File: src/rtl/hart_request_dispatcher.sv
`default_nettype none
// ============================================================================
// Module   : hart_request_dispatcher
// Brief    : Pops hart requests from a FWFT FIFO one at a time, issues each to
//            the cache over req/ready/done and returns the read data or write
//            ack to the hart over valid/ready. One request in flight at most.
// Revision : 1.0 - initial release
// ============================================================================
module hart_request_dispatcher #(
  parameter int BW_ADDR     = 32,
  parameter int BW_DATA     = 32,
  parameter int POST_WRITES = 0,
  parameter int BW_COUNT    = 16
) (
  input  logic                clock_i,
  input  logic                resetn_i,
  // request FIFO read side
  input  logic                buf_empty_i,
  input  logic                buf_wren_i,
  input  logic [BW_ADDR-1:0]  buf_addr_i,
  input  logic [BW_DATA-1:0]  buf_data_i,
  output logic                buf_read_o,
  // cache core
  output logic                cache_req_o,
  output logic                cache_wren_o,
  output logic [BW_ADDR-1:0]  cache_addr_o,
  output logic [BW_DATA-1:0]  cache_data_o,
  input  logic                cache_ready_i,
  input  logic                cache_done_i,
  input  logic [BW_DATA-1:0]  cache_data_i,
  // hart response
  output logic                resp_valid_o,
  output logic                resp_wren_o,
  output logic [BW_DATA-1:0]  resp_data_o,
  input  logic                resp_ready_i,
  // status
  output logic                busy_o,
  output logic [BW_COUNT-1:0] count_o
);

  localparam logic                c_post_en    = (POST_WRITES != 0);
  localparam logic [BW_COUNT-1:0] c_count_one  = {{(BW_COUNT-1){1'b0}}, 1'b1};

  typedef enum logic [1:0] {
    ST_IDLE  = 2'd0,
    ST_ISSUE = 2'd1,
    ST_WAIT  = 2'd2,
    ST_RESP  = 2'd3
  } state_t;

  state_t               r_state;
  state_t               w_state_nxt;

  logic                 r_wren;
  logic [BW_ADDR-1:0]   r_addr;
  logic [BW_DATA-1:0]   r_data;
  logic                 r_resp_wren;
  logic [BW_DATA-1:0]   r_resp_data;
  logic [BW_COUNT-1:0]  r_count;

  logic                 w_pop;
  logic                 w_complete;
  logic                 w_count_inc;
  logic                 w_posted;

  // A write completes silently only when posting is enabled.
  assign w_posted = c_post_en & r_wren;

  // Next-state decode and per-cycle strobes; zero-wait hits in ISSUE are
  // folded into the same completion path as WAIT.
  always_comb begin
    w_state_nxt = r_state;
    w_pop       = 1'b0;
    w_complete  = 1'b0;
    w_count_inc = 1'b0;
    case (r_state)
      ST_IDLE: begin
        if (!buf_empty_i) begin
          w_pop       = 1'b1;
          w_state_nxt = ST_ISSUE;
        end
      end
      ST_ISSUE: begin
        if (cache_ready_i) begin
          if (cache_done_i) begin
            w_complete = 1'b1;
          end else begin
            w_state_nxt = ST_WAIT;
          end
        end
      end
      ST_WAIT: begin
        if (cache_done_i) begin
          w_complete = 1'b1;
        end
      end
      ST_RESP: begin
        if (resp_ready_i) begin
          w_state_nxt = ST_IDLE;
          w_count_inc = 1'b1;
        end
      end
      default: begin
        w_state_nxt = ST_IDLE;
      end
    endcase
    if (w_complete) begin
      if (w_posted) begin
        w_state_nxt = ST_IDLE;
        w_count_inc = 1'b1;
      end else begin
        w_state_nxt = ST_RESP;
      end
    end
  end

  // State register.
  always_ff @(posedge clock_i or negedge resetn_i) begin
    if (!resetn_i) begin
      r_state <= ST_IDLE;
    end else begin
      r_state <= w_state_nxt;
    end
  end

  // Capture the FIFO head when it is popped; held until the next pop.
  always_ff @(posedge clock_i or negedge resetn_i) begin
    if (!resetn_i) begin
      r_wren <= 1'b0;
      r_addr <= '0;
      r_data <= '0;
    end else if (w_pop) begin
      r_wren <= buf_wren_i;
      r_addr <= buf_addr_i;
      r_data <= buf_data_i;
    end
  end

  // Capture the response at cache completion; write acks carry zero data.
  always_ff @(posedge clock_i or negedge resetn_i) begin
    if (!resetn_i) begin
      r_resp_wren <= 1'b0;
      r_resp_data <= '0;
    end else if (w_complete) begin
      r_resp_wren <= r_wren;
      r_resp_data <= r_wren ? '0 : cache_data_i;
    end
  end

  // Completed-request counter, free-running modulo 2^BW_COUNT.
  always_ff @(posedge clock_i or negedge resetn_i) begin
    if (!resetn_i) begin
      r_count <= '0;
    end else if (w_count_inc) begin
      r_count <= r_count + c_count_one;
    end
  end

  // The pop strobe is the only combinational output; it is forced low while
  // reset is held so nothing is drained during reset.
  assign buf_read_o   = w_pop & resetn_i;

  assign cache_req_o  = (r_state == ST_ISSUE);
  assign cache_wren_o = r_wren;
  assign cache_addr_o = r_addr;
  assign cache_data_o = r_data;

  assign resp_valid_o = (r_state == ST_RESP);
  assign resp_wren_o  = r_resp_wren;
  assign resp_data_o  = r_resp_data;

  assign busy_o       = (r_state != ST_IDLE);
  assign count_o      = r_count;

endmodule
`default_nettype wire

File: config.mk
export PLATFORM = sky130hd
export DESIGN_NAME = hart_request_dispatcher
export DESIGN_NICKNAME = d
export VERILOG_FILES = /design/src/rtl/hart_request_dispatcher.sv
export SDC_FILE = /design/constraint.sdc
export NUM_CORES = 1
export LEC_CHECK = 0
export CAP_MARGIN = 30
export CELL_PAD_IN_SITES_DETAIL_PLACEMENT = 1
export CELL_PAD_IN_SITES_GLOBAL_PLACEMENT = 1
export CORE_ASPECT_RATIO = 0.7
export CORE_UTILIZATION = 34
export CTS_CLUSTER_SIZE = 8
export DETAILED_ROUTE_END_ITERATION = 8
export HOLD_SLACK_MARGIN = 0.03
export PLACE_DENSITY = 0.85
export REMOVE_ABC_BUFFERS = 1
export SLEW_MARGIN = 20
export SYNTH_ARGS = -nofsm -noshare
export SYNTH_HDL_FRONTEND = slang
export SYNTH_SLANG_ARGS = --single-unit
export TNS_END_PERCENT = 100
File: constraint.sdc
create_clock -name clock_i -period 3.4 [get_ports clock_i]
set_input_delay 0.68 -clock clock_i [delete_from_list [all_inputs] [get_ports clock_i]]
set_output_delay 0.68 -clock clock_i [all_outputs]
set_load 0.02 [all_outputs]
# Yosys cells after proc, flatten, opt, wreduce, memory -nomap -nowiden
# Index checks and enable logic that the tools add are counted.
# W data, S select, Z words.
dict set report word_totals {
  ff_bits 116
  in_bits 103
  out_inout_bits 118
  word_cells 34
}
dict set report op_classes {
  addsub 1
  n_eq_ne 7
  muxes 14
  n_bitwise 1
  n_reduce_logical 4
}
# operator count
set ops {}
lappend ops {{$mux W32} 1}
lappend ops {{$add A16 B1 Y16 const B} 1}
lappend ops {{$mux W2} 5}
lappend ops {{$mux W1} 6}
lappend ops {{$ne A3 B1 Y1 const B} 2}
lappend ops {{$pmux W2 S3} 1}
lappend ops {{$reduce_and A5 Y1} 1}
lappend ops {{$eq A2 B2 Y1 const B} 2}
lappend ops {{$reduce_bool A4 Y1} 1}
lappend ops {{$ne A3 B2 Y1 const B} 1}
lappend ops {{$ne A3 B3 Y1 const B} 1}
lappend ops {{$eq A2 B1 Y1 const B} 1}
lappend ops {{$logic_not A2 Y1} 1}
lappend ops {{$pmux W1 S2} 1}
lappend ops {{$reduce_bool A2 Y1} 1}
lappend ops {{$and A1 B1 Y1} 1}

# Depth between registers and ports, before layout
# Gate-level depths: netlist of the first run.
dict set report depth {
  word_depth 5
  depth_mapped 8
  depth_no_buf 6
}

# Least setup slack after synthesis of the first run
# No wires, ideal clock.
dict set report synth_path {
  path_kind {reg-to-output}
  from {reg r_state[0]}
  to {out buf_read_o}
  arrival_ns 1.562
  required_ns 2.720
  path_slack_ns 1.158
  stages_incl_launch_ff 8
  n_path_buf 2
  cell_sequence {dfrtp_1 -> inv_1 -> ha_1 -> inv_1 -> nor2_2 -> buf_4 -> buf_6 -> and2_1}
}
dict set report synth_between {
  elab_chain_cells 3
}
# element line
set synth_rtl {}
lappend synth_rtl {{from (decl)} 51} ;# state_t r_state;
lappend synth_rtl {{from (signal assigned)} 122} ;# r_state <= w_state_nxt;
lappend synth_rtl {{$logic_not A2 Y1} 76} ;# case (r_state)
lappend synth_rtl {{$mux W1} 76}
lappend synth_rtl {{$and A1 B1 Y1} 161} ;# assign buf_read_o = w_pop & resetn_i;
lappend synth_rtl {{to (decl)} 22} ;# output logic buf_read_o,
# Every way passes these cells.

# Final worst setup path of the first run
# Same ends and word-level chain as after synthesis.

==> reports/qor.yml, run 1 <==
detailed_routing:
  totalWireLength_mm: 14.11
  postRouteAntennaNets: 0
  post-route-drc-count: 0
  wl_per_cell_microns: 17.93
  vias: 3675
  drt_pass1_iterations: 4
  via_per_inst: 4.670
  drt-initial-drc-count: 143
sta:
  holdWs_ps: 397.6
  hold_viol_final: 0
  finalSetupViolCount: 0
  fmax_ghz: 0.3444
  worst_slew_pin_slew_ps: 843.6
  finalCritPeriodShare_pct: 85.40
  grt_setup_unrepaired: "no"
  slew_headroom_pct: 43.76
  finalClockSkew_ps: 9.318
  setup_tns_ps: 0
  min_period_ps: 2904
  slew_violations: 0
grt:
  grt_max_degree: 67
  antenna_found_initial: 0
  grt_pass1_vias: 4152
  track_usage_pct: 21.03
  overflow: 0
  grt_pass1_wl_mm: 22.54
yosys:
  synth_area_leader_cell: "dfrtp_1"
  ys_ff_latch: 116
  synth_area_per_cell_sq_um: 12.92
  synth_cell_types: 30
  synth_warnings: 0
  synth_top_area_share_pct: 61.70
  netlist_area_sq_mm: 0.004705
  synth.area.top_cells: "dfrtp_1, mux2_2, nand2_1, nand3b_1, xnor2_1"
  ys_seq_area_share_pct: 61.70
  syn_inst: 364
placed_design:
  placed_cells_incl_taps: 757
  io_buffers: 220
  gp_congestion: 0.8220
  dp_hpwl_mm: 10.04
clock_network:
  cts_tree: "yes"
  cts_buffer_depth: 2
  cts-buffers-inserted: 17
  cts_resized: 0
  cts_setup_buffers: 0
  clock_latency_ps: 410
  holdBufCountCts: 0
  cts-root-buf: "clkbuf_16"
  clock-sinks: 116
  clkTransAtPathRegs_ps: 50
  cts_max_level: 4
outcome:
  outcome: "complete, no violations"
worst_setup_path:
  critPathCaptureType: "output pin"
  rr_endpoint: "cache_addr_o[28]"
  worstPathRequired_ps: 2720
  crit_fanout: 3
  slowest_delay_ps: 650
  slowest_stage: "clkdlybuf4s50_1"
  crit_type: "reg -> out"
  critPathLaunchType: "register"
  r2r_start: "r_state[0]"
  regToRegSetupSlack_ps: 1140
  worstRegToRegCells: 6
  worstPathCellList: "inv_1, ha_1, inv_1, nor2_4, and2_1, clkdlybuf4s50_1"
  critical_path_arrival_ps: 2220
  cp_common_cell: "inv_1"
min_path:
  hp-class: "in -> async"
final_layout:
  syn_to_final_growth_pct: 62.87
  fillers: 1401
  final_cell_count_no_fill: 787
  layout.nets: 699
  drive_gt1_share_pct: 17.77
  diodes: 0
  multi_input_area_sq_mm: 0.001683
  seqCellArea_sq_mm: 0.002903
floorplan:
  die_y_microns: 100.4
  core_sq_mm: 0.01331
  io_pins: 221
  die-width_microns: 142.6
  die_area_sq_mm: 0.01432
  start_util_pct: 35.34
  row_count: 35
power_and_ir_drop:
  ir_drop_v: 0.0005645
  p_leak_nw: 3.331
  power_density_mw_per_mm2: 997.2
run:
  drv_cap: 0
[through the flow]
| stage | setup WS [ps] | power (mW) | utilization (%) | area, sq um |
|---|---|---|---|---|
| 6_report | 496.3 | 7.641 | 57.56 | 7662 |
| 5_1_grt | 409.0 | 8.036 | 57.56 | 7662 |
| 4_1_cts | 463.4 | 7.737 | 57.56 | 7662 |
| 3_5_place_dp | 626.3 | 5.887 | 53.13 | 7073 |
| 3_3_place_gp | 622.8 | 5.724 | 53.13 | 7073 |
| 2_1_floorplan | -260.0 | 4.088 | - | 4599 |
[cells by family (layout without fill, tap and decap cells)]
logic type | count (synthesis) | count (layout) | synth area share, %
AO/OA/AOI/OAI | 6 | 6 | 1.250
adder cells (fa/ha/maj) | 5 | 5 | 1.330
multiplexers | 66 | 66 | 15.80
flip-flops | 116 | 116 | 61.70
XOR/XNOR | 15 | 15 | 2.793
AND/OR/NAND/NOR | 134 | 134 | 14.50
buffers and inverters | 22 | 260 | 2.633
[metal layers]
layer / GRT usage [%] / wire length, microns / vias up
li1: - / - / 1688
met1: 23.36 / 5451 / 1830
met2: 36.12 / 7214 / 139
met3: 8.826 / 1210 / 18
met4: 7.775 / 236 / 0
met5: 0 / 0 / -
[cell type report]
type	instances	share of cell area [%]
Multi-Input combinational cell	226	21.96
Sequential cell	116	37.88
Clock buffer	20	5.960
Clock inverter	10	1.731
Inverter	5	0.2449
Timing Repair Buffer	225	29.20
Tap cell	185	3.021
[power by group]
part / internal, mW / leakage (nW) / switching (mW)
registers: 2.00 / 1.44 / 0.370
logic: 1.76 / 1.60 / 1.72
clock network: 1.18 / 0.295 / 0.616
total: 4.93 / 3.33 / 2.71
[layout by cell type, fill, tap and decap left out, types with 2 or more instances in the layout]
cell type          n
clkinv_4           2
nand3b_1          32
clkbuf_8           2
inv_1              4
mux2_2            66
clkinv_2           5
clkbuf_16         17
nand3_1            8
dfrtp_1          116
buf_4              6
clkdlybuf4s50_1  219
ha_1               5
nand2_1           74
nand4_1            6
xnor2_1           14
bufinv_16          3
nor2_1             6
[critical path: cells and delay by family (launching register included)]
kind | cells | cell delay (ps)
AND/OR/NAND/NOR | 2 | 250
buffers and inverters | 3 | 900
adder cells (fa/ha/maj) | 1 | 260
flip-flops | 1 | 400
[cells in the mapped netlist]
cell / n
a211o_1: 1
nand4_1: 6
nor2_2: 1
nand2_1: 74
dfrtp_1: 116
inv_2: 1
buf_2: 6
and2_2: 1
nand3b_1: 32
nor3_4: 1
inv_1: 4
ha_1: 5
clkbuf_1: 6
nor2_1: 6
mux2_2: 66
a221o_1: 1
xor2_1: 1
xnor2_1: 14
a21o_1: 1
buf_6: 4
nor3_1: 1
and2_1: 1
nand3_1: 8
or3b_1: 1
o22ai_1: 1
and3_1: 1
a22oi_4: 1
a21oi_1: 1
buf_4: 1
and3_2: 1
[worst max-delay path by stage]
stage                startpoint    endpoint  slack [ps]  depth (start not counted)
floorplan            r_state[0]  buf_read_o        -260                          5
global placement    buf_empty_i  buf_read_o         620                          4
detailed placement  buf_empty_i  buf_read_o         630                          4
CTS                  r_state[0]  buf_read_o         460                          6
global route         r_state[0]  buf_read_o         410                          6
finish               r_state[0]  buf_read_o         500                          6
[flip-flops by register name, indices dropped and copies added, names as in the netlist]
name          count
cache_addr_o     32
cache_data_o     32
resp_data_o      32
count_o          16
r_state           2
cache_wren_o      1
resp_wren_o       1
Power figures use the tool's default switching activity.
==> run 2: changes to the inputs <==
Settings changed: CORE_UTILIZATION 34 to 28, PLACE_DENSITY 0.85 to 0.75.
Clock period 3.4 ns to 2.5 ns, I/O delays scaled along.
==> reports/qor.yml, run 2 (synthesis gave the netlist of run 1 again) <==
outcome:
  outcome: "complete, no violations"
sta:
  setup_tns_ps: 0
  finalSetupViolCount: 0
  hold_viol_final: 0
  slew_headroom_pct: 54.43
  grt_setup_unrepaired: "no"
  fmax_ghz: 0.4288
  finalClockSkew_ps: 8.736
  finalCritPeriodShare_pct: 93.28
  slew_violations: 0
  worst_slew_pin_slew_ps: 683.5
  min_period_ps: 2332
power_and_ir_drop:
  ir_drop_v: 0.0004945
  p_leak_nw: 3.361
  total_power_mw: 10.63
  power.internal_mw: 6.912
  swShare_pct: 34.97
  pwr-share-clk_pct: 25.2
  p_seq_share_pct: 30.2
  comb_power_share_pct: 44.6
  switchingPower_mw: 3.717
  power_density_mw_per_mm2: 1364
detailed_routing:
  postRouteAntennaNets: 0
  drt-initial-drc-count: 77
  drt_pass1_iterations: 4
  post-route-drc-count: 0
  wl_per_cell_microns: 17.03
  vias: 3687
  via_per_inst: 4.448
  totalWireLength_mm: 14.12
final_layout:
  final_common_cell: "clkdlybuf4s50_1"
  seqCellArea_sq_mm: 0.002903
  syn_to_final_growth_pct: 65.66
  diodes: 0
  final_cell_mix: "clkdlybuf4s50_1, dfrtp_1, nand2_1"
  drive_gt1_share_pct: 18.21
  fillers: 1705
  multi_input_area_sq_mm: 0.001683
  layout.nets: 699
  final_cell_count_no_fill: 829
clock_network:
  clock-sinks: 116
  cts_tree: "yes"
  cts-root-buf: "clkbuf_16"
  cts_max_level: 4
  cts_buffer_depth: 2
  clkTransAtPathRegs_ps: 50
  clock_latency_ps: 410
  holdBufCountCts: 0
  cts-buffers-inserted: 17
  cts_setup_buffers: 0
placed_design:
  io_buffers: 220
  dp_hpwl_mm: 9.971
  placed_cells_incl_taps: 797
  gp_congestion: 0.7328
grt:
  grt_pass1_wl_mm: 22.35
  grt_max_degree: 117
  overflow: 0
  antenna_found_initial: 0
  grt_pass1_vias: 4155
  track_usage_pct: 16.99
floorplan:
  start_util_pct: 28.78
  row_count: 39
  die_y_microns: 110.5
  io_pins: 221
  die_area_sq_mm: 0.01733
  core_sq_mm: 0.01635
  die-width_microns: 156.9
worst_setup_path:
  critPathLaunchType: "register"
  critPathCaptureType: "output pin"
  worstPathRequired_ps: 2000
  critical_path_arrival_ps: 1830
  crit_fanout: 6
  crit_type: "reg -> out"
min_path:
  hp-class: "in -> async"
run:
  drv_cap: 0
-- run 2: cell count changes in the layout (fill, tap and decap cells not counted), sizes merged --
cell / previous run / this run
clkinv: 7 / 4
clkinvlp: 0 / 3
bufinv: 3 / 5
clkdlybuf4s50: 219 / 217
dlymetal6s2s: 0 / 1
inv: 5 / 6
-- run 2: power groups by stage --
stage,clock [mW],combinational (mW),sequential [mW]
5_1_grt,2.84,5.07,3.33
3_3_place_gp,0,4.65,3.18
3_5_place_dp,0,4.79,3.25
4_1_cts,2.76,4.81,3.23
2_1_floorplan,0,1.35,4.21
6_report,2.68,4.74,3.21
-- run 2: per-layer routing --
metal	global-route usage, %	part of all wire [%]	vias up
met5	0	0	-
met4	4.706	0.92	0
met3	9.341	12	12
met2	27.82	47	155
met1	18.87	41	1830
li1	-	-	1690
-- run 2: final timing paths --
kind | startpoint | endpoint | slack (ps) | cells past startpoint
min reg2reg | resp_data_o[16] | resp_data_o[16] | 470 | 2
min in group clock_i | resp_data_o[16] | resp_data_o[16] | 470 | 2
max in group asynchronous | resetn_i | count_o[6] | 1810 | 2
max reg2reg | r_state[1] | resp_data_o[24] | 550 | 6
max | r_state[1] | cache_req_o | 170 | 3
min | resetn_i | cache_data_o[7] | 220 | 2
-- run 2: repair_timing --
item / CTS / global route
setup endpoints to repair: 1 / 2
pin swaps: 0 / 0
gates resized for setup: 2 / 2
hold endpoints to repair: 0 / 0
-- run 2: per-stage QoR --
step | area (sq um) | hold slack (ps) | worst slack (ps) | util [%]
CTS | 7796 | 266.6 | 15.79 | 47.69
finish | 7794 | 218.5 | 168.0 | 47.68
global placement | 7148 | 448.8 | 96.75 | 43.73
global route | 7794 | 261.6 | 42.80 | 47.68
detailed placement | 7148 | 455.4 | 81.81 | 43.73
floorplan | 4599 | 204.4 | -980.0 | -
-- run 2: cell type report --
class	count	area share, %
clock buffers	19	5.683
inverters	5	0.2408
well taps	225	3.612
clock inverters	13	2.633
flip-flops and latches	116	37.25
multi-input cells	226	21.59
repair buffers	225	28.99
-- run 2: worst max-delay path, cell delays in order, from the launching register on --
cell and delay (ps):
dfrtp_1 410, inv_1 100, ha_1 270, clkdlybuf4s50_1 640
